==> config.mk <==
export PLATFORM = sky130hd
export DESIGN_NAME = pipe_stage_reg
export DESIGN_NICKNAME = d
export VERILOG_FILES = /design/src/rtl/cpu_pipe_pkg.sv /design/src/rtl/n_dff.sv /design/src/rtl/pipe_skid_buf.sv /design/src/rtl/pipe_stage_reg.sv
export SDC_FILE = /design/constraint.sdc
export NUM_CORES = 1
export LEC_CHECK = 0
export ABC_AREA = 1
export CAP_MARGIN = 20
export CORE_MARGIN = 1.5
export CORE_UTILIZATION = 45
export CTS_CLUSTER_DIAMETER = 150
export DETAILED_ROUTE_END_ITERATION = 10
export GPL_TIMING_DRIVEN = 0
export PLACE_DENSITY = 0.85
export SLEW_MARGIN = 15
export SYNTH_ARGS = -nofsm -noshare
export SYNTH_HDL_FRONTEND = slang
export SYNTH_SLANG_ARGS = --single-unit
==> constraint.sdc <==
create_clock -name clk -period 2.2 [get_ports clk]
set_input_delay 0.44 -clock clk [delete_from_list [all_inputs] [get_ports clk]]
set_output_delay 0.44 -clock clk [all_outputs]
set_load 0.1 [all_outputs]
==> src/rtl/cpu_pipe_pkg.sv <==
// Shared definitions for the CPU pipeline stage registers: default bundle
// widths, per-stage control bundle layouts and their bubble (NOP) patterns.
// Every NOP constant deasserts all side-effecting controls, so a stage that
// presents a bubble can never write a register, write memory or branch.
package cpu_pipe_pkg;

    localparam int PIPE_DATA_W = 64;
    localparam int PIPE_CTRL_W = 16;

    typedef struct packed {
        logic pred_taken;
        logic fetch_fault;
    } if_id_ctrl_t;

    typedef struct packed {
        logic [3:0] alu_op;
        logic       alu_src;
        logic       mem_read;
        logic       mem_write;
        logic       reg_write;
        logic       mem_to_reg;
        logic       branch;
        logic       jump;
    } id_ex_ctrl_t;

    typedef struct packed {
        logic       mem_read;
        logic       mem_write;
        logic [1:0] mem_size;
        logic       reg_write;
        logic       mem_to_reg;
    } ex_mem_ctrl_t;

    typedef struct packed {
        logic reg_write;
        logic mem_to_reg;
    } mem_wb_ctrl_t;

    localparam int IF_ID_CTRL_W  = $bits(if_id_ctrl_t);
    localparam int ID_EX_CTRL_W  = $bits(id_ex_ctrl_t);
    localparam int EX_MEM_CTRL_W = $bits(ex_mem_ctrl_t);
    localparam int MEM_WB_CTRL_W = $bits(mem_wb_ctrl_t);

    localparam if_id_ctrl_t  IF_ID_CTRL_NOP  = '0;
    localparam id_ex_ctrl_t  ID_EX_CTRL_NOP  = '0;
    localparam ex_mem_ctrl_t EX_MEM_CTRL_NOP = '0;
    localparam mem_wb_ctrl_t MEM_WB_CTRL_NOP = '0;

    // Zero-extend a stage's control struct into a generic ctrl bus.
    function automatic logic [PIPE_CTRL_W-1:0] pack_id_ex_ctrl(input id_ex_ctrl_t c);
        logic [PIPE_CTRL_W-1:0] r;
        r = '0;
        r[ID_EX_CTRL_W-1:0] = c;
        return r;
    endfunction

endpackage

==> src/rtl/n_dff.sv <==
// n_dff: W-bit D flip-flop cell with synchronous active-high reset to RST_VAL
// and a load-enable mux (q holds when en=0).
module n_dff #(
    parameter int           W       = 1,
    parameter logic [W-1:0] RST_VAL = '0
) (
    input  logic         clk,
    input  logic         reset,
    input  logic         en,
    input  logic [W-1:0] d,
    output logic [W-1:0] q
);

    // Reset wins, otherwise load d only when enabled.
    always_ff @(posedge clk) begin
        if (reset) begin
            q <= RST_VAL;
        end else if (en) begin
            q <= d;
        end
    end

endmodule

==> src/rtl/pipe_skid_buf.sv <==
// pipe_skid_buf: single-entry holding register with a valid bit. Catches the
// beat accepted while the main stage register is stalled. Used by
// pipe_stage_reg only when PIPE_STAGE_REG_SKID_EN is defined.
module pipe_skid_buf
    import cpu_pipe_pkg::*;
#(
    parameter int                DATA_W   = PIPE_DATA_W,
    parameter int                CTRL_W   = PIPE_CTRL_W,
    parameter logic [CTRL_W-1:0] CTRL_NOP = '0
) (
    input  logic              clk,
    input  logic              reset,
    input  logic              i_clear,
    input  logic              i_load,
    input  logic              i_unload,
    input  logic [DATA_W-1:0] i_data,
    input  logic [CTRL_W-1:0] i_ctrl,
    output logic              o_valid,
    output logic [DATA_W-1:0] o_data,
    output logic [CTRL_W-1:0] o_ctrl
);

    logic w_valid_nxt;
    logic w_load_en;

    // Clear beats load, load beats unload; otherwise the entry holds.
    always_comb begin
        w_valid_nxt = o_valid;
        if (i_clear) begin
            w_valid_nxt = 1'b0;
        end else if (i_load) begin
            w_valid_nxt = 1'b1;
        end else if (i_unload) begin
            w_valid_nxt = 1'b0;
        end
    end

    assign w_load_en = i_load & ~i_clear;

    n_dff #(.W(1), .RST_VAL(1'b0)) u_valid (
        .clk(clk), .reset(reset), .en(1'b1), .d(w_valid_nxt), .q(o_valid)
    );

    n_dff #(.W(DATA_W), .RST_VAL('0)) u_data (
        .clk(clk), .reset(reset), .en(w_load_en), .d(i_data), .q(o_data)
    );

    n_dff #(.W(CTRL_W), .RST_VAL(CTRL_NOP)) u_ctrl (
        .clk(clk), .reset(reset), .en(w_load_en), .d(i_ctrl), .q(o_ctrl)
    );

endmodule

==> src/rtl/pipe_stage_reg.sv <==
// pipe_stage_reg: generic inter-stage pipeline register (IF/ID, ID/EX,
// EX/MEM, MEM/WB) with valid/ready handshake, stall and flush.
// out_ctrl is masked to CTRL_NOP whenever the slot holds a bubble.
// Build option PIPE_STAGE_REG_SKID_EN adds a one-entry skid buffer so that
// in_ready comes straight from a flop (no out_ready -> in_ready path).
module pipe_stage_reg
    import cpu_pipe_pkg::*;
#(
    parameter int                DATA_W   = PIPE_DATA_W,
    parameter int                CTRL_W   = PIPE_CTRL_W,
    parameter logic [CTRL_W-1:0] CTRL_NOP = '0
) (
    input  logic              clk,
    input  logic              reset,
    input  logic              in_valid,
    output logic              in_ready,
    input  logic [DATA_W-1:0] in_data,
    input  logic [CTRL_W-1:0] in_ctrl,
    input  logic              flush,
    output logic              out_valid,
    input  logic              out_ready,
    output logic [DATA_W-1:0] out_data,
    output logic [CTRL_W-1:0] out_ctrl
);

    logic              r_valid;
    logic [DATA_W-1:0] r_data;
    logic [CTRL_W-1:0] r_ctrl;

    logic              w_main_free;
    logic              w_accept;
    logic              w_main_load;
    logic              w_main_en;
    logic              w_valid_nxt;
    logic [DATA_W-1:0] w_main_d;
    logic [CTRL_W-1:0] w_main_c;

    assign w_main_free = ~r_valid | out_ready;
    assign w_accept    = in_valid & in_ready;

`ifdef PIPE_STAGE_REG_SKID_EN
    logic              w_skid_valid;
    logic [DATA_W-1:0] w_skid_data;
    logic [CTRL_W-1:0] w_skid_ctrl;
    logic              w_skid_load;
    logic              w_skid_unload;

    // Accepting only while the skid is empty keeps the two entries FIFO:
    // the main register always holds the older beat.
    assign in_ready      = ~w_skid_valid;
    assign w_skid_load   = w_accept & ~w_main_free;
    assign w_skid_unload = w_skid_valid & w_main_free;

    pipe_skid_buf #(
        .DATA_W(DATA_W), .CTRL_W(CTRL_W), .CTRL_NOP(CTRL_NOP)
    ) u_skid (
        .clk      (clk),
        .reset    (reset),
        .i_clear  (flush),
        .i_load   (w_skid_load),
        .i_unload (w_skid_unload),
        .i_data   (in_data),
        .i_ctrl   (in_ctrl),
        .o_valid  (w_skid_valid),
        .o_data   (w_skid_data),
        .o_ctrl   (w_skid_ctrl)
    );

    // Main register source: the skid beat drains first, else the input beat.
    always_comb begin
        w_main_load = 1'b0;
        w_main_d    = in_data;
        w_main_c    = in_ctrl;
        if (w_skid_unload) begin
            w_main_load = 1'b1;
            w_main_d    = w_skid_data;
            w_main_c    = w_skid_ctrl;
        end else if (w_accept & w_main_free) begin
            w_main_load = 1'b1;
        end
    end
`else
    assign in_ready    = w_main_free;
    assign w_main_load = w_accept;
    assign w_main_d    = in_data;
    assign w_main_c    = in_ctrl;
`endif

    // Next valid: flush kills, a load fills, a completed output empties.
    always_comb begin
        w_valid_nxt = r_valid;
        if (flush) begin
            w_valid_nxt = 1'b0;
        end else if (w_main_load) begin
            w_valid_nxt = 1'b1;
        end else if (out_ready) begin
            w_valid_nxt = 1'b0;
        end
    end

    // A flushed beat is never loaded, so out_data keeps its last value.
    assign w_main_en = w_main_load & ~flush;

    n_dff #(.W(1), .RST_VAL(1'b0)) u_valid (
        .clk(clk), .reset(reset), .en(1'b1), .d(w_valid_nxt), .q(r_valid)
    );

    n_dff #(.W(DATA_W), .RST_VAL('0)) u_data (
        .clk(clk), .reset(reset), .en(w_main_en), .d(w_main_d), .q(r_data)
    );

    n_dff #(.W(CTRL_W), .RST_VAL(CTRL_NOP)) u_ctrl (
        .clk(clk), .reset(reset), .en(w_main_en), .d(w_main_c), .q(r_ctrl)
    );

    assign out_valid = r_valid;
    assign out_data  = r_data;
    assign out_ctrl  = r_valid ? r_ctrl : CTRL_NOP;

endmodule

### After elaboration in Yosys (flattened, before gate mapping)

Cells that the tools add are included.

* word-level logic and storage cells: 13
* bits of input ports: 85
* output and inout port bits: 82
* flip-flop bits (word level): 81

* bitwise gates (word level): 5
* mux-type cells: 3
* reductions and logical operators: 2

Operator list (number)
* 16-bit two-way mux: 1
* 1-bit bitwise AND: 2
* 1-bit two-way mux: 2
* 1-bit inverter: 2
* 2-bit nonzero test: 1
* 2-bit OR reduction: 1
* 1-bit bitwise OR: 1

### Depth between registers and ports, before layout

* word-level depth: 4
* mapped depth: 7
* mapped depth without buffers: 5

### Modules after synthesis

A second synthesis with hierarchy kept.

* cells, all modules: 556
* area total of the unflattened synthesis: 3565.9 µm²

Modules (own cells, without submodules)
* n_dff (u_data): sequential area each 1281.2 µm², area an instance 2666.3 µm², instances 1, cells each 405
* n_dff (u_ctrl): sequential area each 320.3 µm², area an instance 670.6 µm², instances 1, cells each 101
* pipe_stage_reg: sequential area each 0.0 µm², area an instance 183.9 µm², instances 1, cells each 43
* n_dff (u_valid): sequential area each 20.0 µm², area an instance 45.0 µm², instances 1, cells each 7

### Worst setup path after synthesis

Ideal clock, no wire load.

* path kind: reg2out
* start: reg u_valid.q
* end: out out_ctrl[10]
* data arrival time: 2168 ps
* cell stages (with the launch flop): 5
* path slack: -408 ps
* buffers on the path: 2
* data required time: 1760 ps
* path through: dfxtp_1 buf_4 clkbuf_1 nand2_1 inv_1

* word-level cells in the longest chain between the ends: 1

Ends and longest elaborated chain
* start: declaration: RTL line n_dff.sv:11 `output logic [W-1:0] q`
* start signal: assignment: RTL line n_dff.sv:17 `q <= RST_VAL;`
* start signal: assignment: RTL line n_dff.sv:19 `q <= d;`
* 16-bit two-way mux: RTL line pipe_stage_reg.sv:118 `assign out_ctrl = r_valid ? r_ctrl : CTRL_NOP;`
* end: declaration: RTL line pipe_stage_reg.sv:23 `output logic [CTRL_W-1:0] out_ctrl`

Every way passes these cells.

### Worst setup path in the final report

Same ends and word-level chain as after synthesis.

==> flow_summary.yaml <==
clocking:
  path_clk_slew_ns: 0.08
  htree_levels: 3
  cts_buffer_depth: 2
  cts-root-buf: "clkbuf_8"
  clock_latency_ns: 0.34
  cts_tree: "done"
  cts.sinks: 81
  cts_made_buffers: 9
  postCtsSetupRepairBufs: 0
global_routing:
  grt_pass1_vias: 3665
  track_usage_pct: 23.7
  grt_pass1_wl_mm: 16.8
  grt_overflow: 0
  grt_antenna_before_repair: 0
  grt_max_degree: 13
floorplanning:
  core_um2: 8130
  ios: 167
  die_y_um: 94.4
  start_util_pct: 46.2
  rows: 33
  die_w_um: 94.4
  dieArea_um2: 8910
cells_and_area:
  area_growth_pct: 51.6
  seqCellArea_um2: 1620
  stdcell_count: 850
  drive_above_1_share_pct: 11.0
  fin_util_pct: 70.1
  n_fill_cell: 687
  diodes: 0
  nNetsFinal: 826
  multiInputGateArea_um2: 1490
timing:
  fmax_ghz: 0.468
  final_hold_viol_count: 0
  period_needed_ns: 2.14
  hold-worst-slack_ns: 0.476
  drv_slew: 0
  tightestPinTransition_ns: 1.01
  maxSlewHeadroom_pct: 32.8
  setup_violations: 0
  fin_tns_setup_ns: 0
  finalCritPeriodShare_pct: 97.1
  fin_skew_ns: 0.0136
  rsz0062_at_grt: "no"
synth:
  synthCells: 564
  ys_seq_area_share_pct: 43.1
  yosys-top-cells-area: "dfxtp_1, a21oi_1, nand3_1, inv_1, nand2_1"
  syn_area_per_cell_um2: 6.66
  yosys.area.top_type: "dfxtp_1"
  yosys_warnings: 0
  synth_cell_type_count: 14
  synth_area_um2: 3760
  yosys.area.top_type_share_pct: 43.1
  synth_fp_nets: 649
  ys_seq_elements: 81
setup_path:
  start_kind: "register"
  r2r-start: "u_valid.q$_SDFFE_PP0P_"
  rrSetupSlack_ns: 0.90
  worst_ep_arrival_time_ns: 1.70
  r2r_end: "u_data.q[44]$_SDFFE_PP0P_"
  critPathMaxFanout: 10
  cp.required_ns: 1.76
  path_class: "register to primary output"
  ff2ff_path_depth: 6
  crit_path_end_kind: "primary output"
routing:
  viasPerCell: 4.88
  ant_nets: 0
  routed-wl-met2_mm: 5.08
  first_iter_violations: 138
  vias: 4152
  dr.pass1.iters: 4
  drt-total-wl_mm: 10.6
  wl_met1_mm: 4.47
  met3_length_um: 753
  top_layer_used: "met4"
  drcViolationCount: 0
  wl_per_cell_um: 12.5
hold_path:
  min_to: "u_data.q[18]$_SDFFE_PP0P_"
  hp-class: "register to register"
  worstHoldStart: "u_data.q[18]$_SDFFE_PP0P_"
  hold_path_depth: 2
pwr:
  internal_power_uw: 2580
  seqPwrFrac_pct: 40.1
  power_uw: 4040
  p_comb_share_pct: 30.8
  pwr_density_cell_nw_per_um2: 709
  p_sw_uw: 1460
  clkPwrFrac_pct: 29.1
  power_leakage_uw: 0.00297
  p_sw_share_pct: 36.2
  vdd_drop_max_v: 0.000389
outcome:
  status: "finished clean"
flow_run:
  drv_cap: 0
placed_design:
  port_buffers: 166
  hpwl_mm: 7.81
  gp_congestion: 0.811
  dp_cells: 835
-- worst max-delay path, cell delays in order, from the launching register on --
cell	delay (ns)
dfxtp_2	0.34
buf_4	0.17
clkbuf_2	0.24
nand2_1	0.12
clkinvlp_4	0.07
buf_2	0.41
-- power by group through the flow --
stage	clock network (uW)	registers, uW	logic [uW]
after detailed placement	0	1650	1300
after floorplan	0	2220	338
after global placement	0	1650	1290
after global routing	1260	1630	1320
final	1170	1620	1240
after CTS	1180	1620	1250
-- worst max-delay path by stage --
| stage | startpoint | endpoint | slack, ns | cells after the start |
|---|---|---|---|---|
| floorplan | u_valid.q$_SDFFE_PP0P_ | out_ctrl[10] | 0.12 | 4 |
| global placement | out_ready | in_ready | -0.83 | 6 |
| detailed placement | out_ready | in_ready | -0.82 | 6 |
| CTS | out_ready | in_ready | 0.02 | 6 |
| global route | u_valid.q$_SDFFE_PP0P_ | out_ctrl[10] | 0.007 | 5 |
| finish | u_valid.q$_SDFFE_PP0P_ | out_ctrl[10] | 0.06 | 5 |
-- flip-flops by register name, summed over array words and instances, names as in the netlist --
name       count
u_data.q      64
u_ctrl.q      16
u_valid.q      1
-- Yosys cell counts --
master     n
inv_1     96
nand2_1   96
a21oi_1   81
dfxtp_1   81
nand3_1   80
nor2_1    80
buf_4     20
buf_2     13
clkbuf_1   9
inv_2      3
buf_6      2
nand2_4    1
nor2_4     1
nor3_1     1
-- layer usage --
| layer | GRT usage [%] | vias to the layer above |
|---|---|---|
| met5 | 0 | - |
| met3 | 3.30 | 27 |
| li1 | - | 2079 |
| met2 | 39.3 | 185 |
| met4 | 12.1 | 0 |
| met1 | 30.0 | 1861 |
-- layout by cell type, fill, tap and decap left out --
cell type and n:
nor3_1 1, clkinv_2 1, inv_2 3, inv_1 86, clkdlybuf4s50_1 84, nand2_1 96, buf_6 3, nor2_1 80
nand2_4 1, nand3_1 80, clkdlybuf4s15_2 6, bufinv_16 2, a21oi_1 81, clkbuf_1 10, clkinvlp_4 10, clkbuf_2 1
buf_4 25, nor2_4 1, clkbuf_4 3, dlygate4sd2_1 65, buf_2 15, dfxtp_2 1, clkbuf_8 10, dfxtp_1 80
-- per-stage QoR --
stage / area, um^2 / worst slack [ns]
3_3_place_gp: 5590 / -0.827
5_1_grt: 5700 / 0.00710
6_report: 5700 / 0.0635
3_5_place_dp: 5590 / -0.822
4_1_cts: 5690 / 0.0153
2_1_floorplan: 3800 / 0.116
-- layout make-up --
class,count,share of cell area (%)
Buffer,44,4.79
Clock buffer,12,2.55
Clock inverter,3,1.14
Inverter,99,7.18
Multi-Input combinational cell,340,26.2
Sequential cell,81,28.5
Tap cell,105,2.31
Timing Repair Buffer,166,27.4
-- cell families (layout without fill, tap and decap cells) --
| family | count (synthesis) | in the layout | synth area share [%] |
|---|---|---|---|
| AO/OA/AOI/OAI | 81 | 81 | 10.8 |
| buffers and inverters | 143 | 324 | 17.1 |
| AND/OR/NAND/NOR | 259 | 259 | 29.0 |
| flip-flops | 81 | 81 | 43.1 |
-- timing repair --
item | in CTS | in global routing
resized for setup | 145 | 4
hold buffers | 0 | 0
cloned | 0 | 0
endpoints found under the setup margin | 82 | 4
Power figures use the tool's default switching activity.
